### src/rtl/bitwise_logic_pipe.sv
// Pipelined bitwise operator: eight selectable two-operand ops with optional
// accumulator chaining, feeding a 2-entry valid/ready output buffer with flags.
module bitwise_logic_pipe #(
    parameter int WIDTH = 8
) (
    input  logic             clk,
    input  logic             rst_n,
    input  logic             in_valid,
    output logic             in_ready,
    input  logic [WIDTH-1:0] in_a,
    input  logic [WIDTH-1:0] in_b,
    input  logic [2:0]       in_op,
    input  logic             in_chain,
    input  logic             acc_clr,
    output logic             out_valid,
    input  logic             out_ready,
    output logic [WIDTH-1:0] out_result,
    output logic             out_zero,
    output logic             out_ones,
    output logic             out_parity,
    output logic [WIDTH-1:0] acc
);

    localparam int EW = WIDTH + 3;

    logic [1:0]       count_q, count_d;
    logic [WIDTH-1:0] acc_q, acc_d;
    logic [EW-1:0]    head_q, head_d;
    logic [EW-1:0]    tail_q, tail_d;

    logic [WIDTH-1:0] op_a;
    logic [WIDTH-1:0] res;
    logic [EW-1:0]    new_entry;
    logic             push;
    logic             pop;

    function automatic logic op_bit(input logic [2:0] op, input logic a, input logic b);
        case (op)
            3'd0:    op_bit = a & b;
            3'd1:    op_bit = ~(a & b);
            3'd2:    op_bit = a | b;
            3'd3:    op_bit = ~(a | b);
            3'd4:    op_bit = a ^ b;
            3'd5:    op_bit = ~(a ^ b);
            3'd6:    op_bit = ~a & b;
            default: op_bit = ~a | b;
        endcase
    endfunction

    // A clear arriving with a chained transfer must not feed the stale accumulator.
    assign op_a = in_chain ? (acc_clr ? '0 : acc_q) : in_a;

    for (genvar gi = 0; gi < WIDTH; gi++) begin : g_bit
        assign res[gi] = op_bit(in_op, op_a[gi], in_b[gi]);
    end

    // Entry layout: {parity, ones, zero, result}
    assign new_entry = {^res, &res, ~|res, res};

    assign in_ready  = (count_q < 2'd2);
    assign out_valid = (count_q != 2'd0);
    assign push      = in_valid && in_ready;
    assign pop       = out_valid && out_ready;

    always_comb begin
        count_d = count_q;
        head_d  = head_q;
        tail_d  = tail_q;
        acc_d   = acc_q;

        case ({push, pop})
            2'b10: begin
                if (count_q == 2'd0) begin
                    head_d = new_entry;
                end else begin
                    tail_d = new_entry;
                end
                count_d = count_q + 2'd1;
            end
            2'b01: begin
                if (count_q == 2'd2) begin
                    head_d = tail_q;
                end
                count_d = count_q - 2'd1;
            end
            // Push with pop only happens at count 1, so the new entry replaces the head.
            2'b11: begin
                head_d = new_entry;
            end
            default: begin
            end
        endcase

        if (push) begin
            acc_d = res;
        end else if (acc_clr) begin
            acc_d = '0;
        end
    end

    always_ff @(posedge clk or negedge rst_n) begin
        if (!rst_n) begin
            count_q <= 2'd0;
            head_q  <= '0;
            tail_q  <= '0;
            acc_q   <= '0;
        end else begin
            count_q <= count_d;
            head_q  <= head_d;
            tail_q  <= tail_d;
            acc_q   <= acc_d;
        end
    end

    assign out_result = head_q[WIDTH-1:0];
    assign out_zero   = head_q[WIDTH];
    assign out_ones   = head_q[WIDTH+1];
    assign out_parity = head_q[WIDTH+2];
    assign acc        = acc_q;

endmodule

### config.mk
export PLATFORM = sky130hd
export DESIGN_NAME = bitwise_logic_pipe
export DESIGN_NICKNAME = d
export VERILOG_FILES = /design/src/rtl/bitwise_logic_pipe.sv
export SDC_FILE = /design/constraint.sdc
export NUM_CORES = 1
export LEC_CHECK = 0
export ABC_AREA = 1
export BUFFER_PORTS_ARGS = -buffer_cell sky130_fd_sc_hd__buf_2
export CAP_MARGIN = 0
export CORE_ASPECT_RATIO = 0.5
export CORE_MARGIN = 2
export CORE_UTILIZATION = 58
export CTS_CLUSTER_DIAMETER = 50
export DETAILED_ROUTE_END_ITERATION = 8
export PLACE_DENSITY = 0.81
export RECOVER_POWER = 100
export REMOVE_ABC_BUFFERS = 1
export SETUP_SLACK_MARGIN = 0.4
export SKIP_LAST_GASP = 1
export SLEW_MARGIN = 25
export SYNTH_ARGS = -nofsm -noshare
export SYNTH_HDL_FRONTEND = slang
export SYNTH_SLANG_ARGS = --single-unit
### constraint.sdc
create_clock -name clk -period 2.55 [get_ports clk]
set_input_delay 0.3825 -clock clk [delete_from_list [all_inputs] [get_ports clk]]
set_output_delay 0.3825 -clock clk [all_outputs]
set_load 0.05 [all_outputs]
==> results.py, run 1 <==
metrics = {
    "floorplanning": {
        "row_count": 18,
        "die_x_um": 106,
        "initial_utilization": 0.606,
        "die_h_um": 54.9,
        "ios": 46,
    },
    "placement": {
        "gp_congestion": 0.846,
        "pre_cts_ws_ps": -258,
        "placed_cell_area_sq_um": 3550,
        "dp_hpwl_um": 5790,
        "portBuffers": 45,
    },
    "grt": {
        "track_usage": 0.735,
        "globalRouteOverflowTotal": 94,
        "grt_max_degree": 33,
    },
    "cts": {
        "cts_buffers": 5,
        "clock_path_buffers": 2,
        "cts_hold_buf": 0,
        "cts.htree.levels": 2,
        "cts_root_buf": "clkbuf_8",
        "cts_sinks": 32,
    },
    "outcome": {
        "status": "did not finish",
        "stop_stage": "5_1_grt",
        "error": "[ERROR GRT-0232] Routing congestion too high. Check the congestion heatmap in the GUI.",
    },
    "synth": {
        "synthCells": 409,
        "synth_top_family_by_area": "simple AND/OR/NAND/NOR gates",
        "seq_area_frac_synth": 0.267,
        "ys_warn_count": 0,
        "ys_types": 27,
        "synth_mux_area_frac": 0,
        "synthSimpleGateAreaFrac": 0.334,
        "synth-compound-area-share": 0.0779,
        "synth_xor_area_frac": 0.0146,
        "yosys_register_bits": 32,
        "syn_area_sq_um": 3000,
        "synth_fa_ha_area_frac": 0.179,
        "syn_area_per_cell_sq_um": 7.34,
    },
    "timing": {
        "crit_endpoint": "head_q[10]$_DFFE_PN0P_/D",
        "worst_endpoint_kind": "register input",
    },
}
## cell families after synthesis
kind of cell / count (synthesis)
DFF: 32
and+or+nand+nor: 205
buffers and inverters: 85
adders and majority gates: 43
xor gates and xnor gates: 5
AOI/OAI and AO/OA: 39
## through the flow
stage | cells | setup TNS [ps] | util
after CTS | 628 | 0 | 0.893
after global placement | 552 | -248 | 0.716
after detailed placement | 552 | -474 | 0.716
after floorplan | 393 | -3790 | -
## metal layers
metal  overflow  global-route usage
met5          0              0.0446
met4         51               0.928
met3          0               0.499
met2         42               0.992
met1          1               0.698
## what timing repair did
item | CTS
setup endpoints to repair | 5
gates resized for setup | 59
setup buffers | 68
pin swaps | 41
## synth_stat cells
library cell	count	area [sq um]
nand2_1	108	405
inv_1	65	244
ha_1	43	538
nand4_1	34	213
dfrtp_1	32	801
nor2_1	21	78.8
nand3_1	16	80.1
a21oi_1	11	55.1
o21ai_0	10	50.1
o21ai_2	9	78.8
buf_2	8	40.0
nand3_2	8	80.1
nand3b_1	8	60.1
nor2_2	7	43.8
o21ai_1	7	35.0
buf_6	5	56.3
xnor2_1	3	26.3
clkbuf_1	2	7.51
inv_6	2	17.5
o211ai_1	2	15.0
xor2_1	2	17.5
buf_4	1	7.51
inv_2	1	3.75
inv_4	1	6.26
nor2_8	1	20.0
nor3_1	1	5.00
nor3_4	1	16.3
==> run 2, diff against run 1 <==
- CORE_ASPECT_RATIO: 0.5 -> default
- CORE_UTILIZATION: 58 -> 40
- CTS_CLUSTER_DIAMETER: 50 -> default
- PLACE_DENSITY: 0.81 -> default
- PLACE_DENSITY_LB_ADDON: default -> 0.15
- SETUP_SLACK_MARGIN: 0.4 -> default
==> run 2 against run 1 <==
Effect of this change: the flow now finishes, with violations (capacitance limit, slew limit); synthesized area is the same; synthesized cell count is the same.
==> results.py, run 2 <==
metrics = {
    "pwr": {
        "power_switching_uw": 1540,
        "comb_power_share": 0.597,
        "sw_frac_of_total": 0.503,
        "p_per_area_nw_per_um2": 807,
        "internal-power_uw": 1520,
        "power_uw": 3060,
        "leakage_uw": 0.00203,
        "ir_drop_uv": 526,
        "clkPwrFrac": 0.137,
        "p_seq_frac": 0.266,
    },
    "outcome": {
        "status": "finished, violations left",
        "violations": "capacitance limit, slew limit",
    },
    "synth": {
        "synth_commonest_cells": "nand2_1, inv_1, ha_1",
        "synth.most_common_cell": "nand2_1",
        "syn_area_sq_um": 3000,
        "syn_area_per_cell_sq_um": 7.34,
        "async_flop_share": 1.00,
        "synth_area_leader_cell": "dfrtp_1",
        "synth_top_area_share": 0.267,
        "synthFlopType": "dfrtp_1",
        "synth-edff-count": 0,
        "yosys_register_bits": 32,
        "synthTopCellsByArea": "dfrtp_1, ha_1, nand2_1",
        "ys_types": 27,
        "ys_warn_count": 0,
        "seq_area_frac_synth": 0.267,
        "synthCells": 409,
    },
    "layout": {
        "final_cell_mix": "nand2_1, inv_1, buf_4, ha_1, nand4_1",
        "n_antenna_cell": 0,
        "fin_nets": 562,
        "drive_gt1_frac": 0.259,
        "layout-area-overhead-vs-synth_pct": 26.4,
        "utilization": 0.523,
        "fin_cells": 593,
        "final_common_cell": "nand2_1",
    },
    "worst_setup_path": {
        "regToRegEndpoint": "head_q[10]",
        "crit_arrival_ps": 2600,
        "rr_worst_depth": 14,
        "critPathCaptureType": "register",
        "setup.worst_path.start_class": "input pin",
        "crit_fanout": 8,
        "required_ps": 2760,
        "reg2reg_slack_ps": 240,
        "reg2reg_from": "acc[1]",
        "timing_worst_setup_path_type": "in -> reg",
    },
    "timing": {
        "slew_viol_final": 33,
        "max_freq_mhz": 418,
        "tightest_slew_ps": 1720,
        "hold_ws_ps": 481,
        "finalCriticalPeriod_ps": 2390,
        "grt_setup_unrepaired": "no",
        "fin_ws_ps": 155,
        "relSlewSlack": -0.149,
        "timing.clock.skew_ps": 1.36,
        "hold_viol": 0,
        "setup_viol": 0,
        "post-route-period-util": 0.939,
    },
    "placement": {
        "pre_cts_ws_ps": -243,
        "gp_congestion": 0.855,
        "portBuffers": 45,
        "dp_hpwl_um": 5930,
        "dp.cells": 580,
    },
    "drt": {
        "drtPass1Iterations": 4,
        "drcViolationCount": 0,
        "via_per_inst": 4.88,
        "vias": 2894,
        "ant_nets": 0,
        "routed_wl_um": 8120,
        "drt_iter0_markers": 91,
        "wl_per_cell_um": 13.7,
    },
    "cts": {
        "clk_pin_slew_ps": 60,
        "insertion_delay_ps": 280,
        "cts.htree.levels": 2,
        "cts_hold_buf": 0,
        "cts_root_buf": "clkbuf_8",
        "cts_buffers": 5,
        "cts_sinks": 32,
        "clock_path_buffers": 2,
        "cts_tree": "yes",
    },
    "floorplanning": {
        "die_x_um": 90.6,
        "die_h_um": 90.6,
        "fp.dieArea_sq_um": 8210,
        "placeableCoreArea_sq_um": 7250,
        "ios": 46,
        "row_count": 31,
        "initial_utilization": 0.414,
    },
    "grt": {
        "antenna_found_initial": 0,
        "grt_max_degree": 33,
        "grt_pass1_wl_um": 13500,
        "grt_pass1_vias": 2842,
        "track_usage": 0.202,
        "globalRouteOverflowTotal": 0,
    },
    "min_path": {
        "hold_start": "head_q[0]",
        "hold_depth": 2,
        "hold_path_class": "reg -> reg",
        "min_to": "head_q[0]",
    },
    "flow_run": {
        "drv_cap": 1,
    },
}
[run 2: cell counts after synthesis]
Identical to the previous run, type by type.
[run 2: kinds of logic after synthesis]
kind of cell | synth area share
flops | 0.267
fa+ha+maj | 0.179
buf+inv | 0.128
compound gates | 0.0779
simple gates | 0.334
xor+xnor | 0.0146
[run 2: stage by stage]
stage,TNS (ps),area (sq um)
after floorplan,-3790,2890
after global placement,-458,3570
after detailed placement,-576,3570
after CTS,0,3670
after global routing,0,3790
final,0,3790
[run 2: power groups by stage]
stage / clock (uW) / combinational, uW / sequential [uW]
3_3_place_gp: 0 / 1770 / 813
4_1_cts: 434 / 1810 / 807
3_5_place_dp: 0 / 1800 / 815
5_1_grt: 464 / 2030 / 836
2_1_floorplan: 0 / 832 / 1220
6_report: 419 / 1830 / 813
[run 2: worst max-delay path by stage]
| stage | depth (start not counted) | start | end |
|---|---|---|---|
| after floorplan | 11 | count_q[1] | head_q[10] |
| final | 16 | acc_clr | head_q[10] |
| after detailed placement | 17 | acc_clr | head_q[10] |
| after global placement | 16 | acc_clr | head_q[10] |
| after CTS | 17 | acc_clr | head_q[10] |
| after global routing | 16 | acc_clr | head_q[9] |
[run 2: metal layers]
| layer | GRT usage | share of wire | vias up | wire (um) |
|---|---|---|---|---|
| met5 | 0 | 0 | - | 0 |
| met2 | 0.330 | 0.46 | 80 | 3730 |
| met3 | 0.0376 | 0.038 | 18 | 311 |
| met1 | 0.272 | 0.48 | 1314 | 3880 |
| met4 | 0.0615 | 0.025 | 0 | 201 |
| li1 | - | - | 1482 | - |
[run 2: layout make-up]
type,count,area (sq um)
timing repair buffer,94,572
clock buffer,7,96.3
multi-input combinational,292,1930
inverter,69,275
sequential,32,801
fill,748,3460
tap,99,124
[run 2: worst max-delay path, cell delays in order]
cell        delay, ps
buf_2             110
clkinvlp_4        200
nand2_2           140
o21ai_1            70
buf_4             150
ha_1              280
nand4_1            90
nand2_1            70
nor2_2            140
nand3_2           120
inv_2              70
ha_1              240
xor2_2            170
xnor2_2           180
nand2_1            70
a21oi_1           110
[run 2: what timing repair did]
action	in CTS	in global routing
hold endpoints to repair	0	0
buffers inserted	0	6
gates resized for setup	0	33
setup endpoints to repair	0	3
Note: power is estimated with default switching activity, not from simulation.
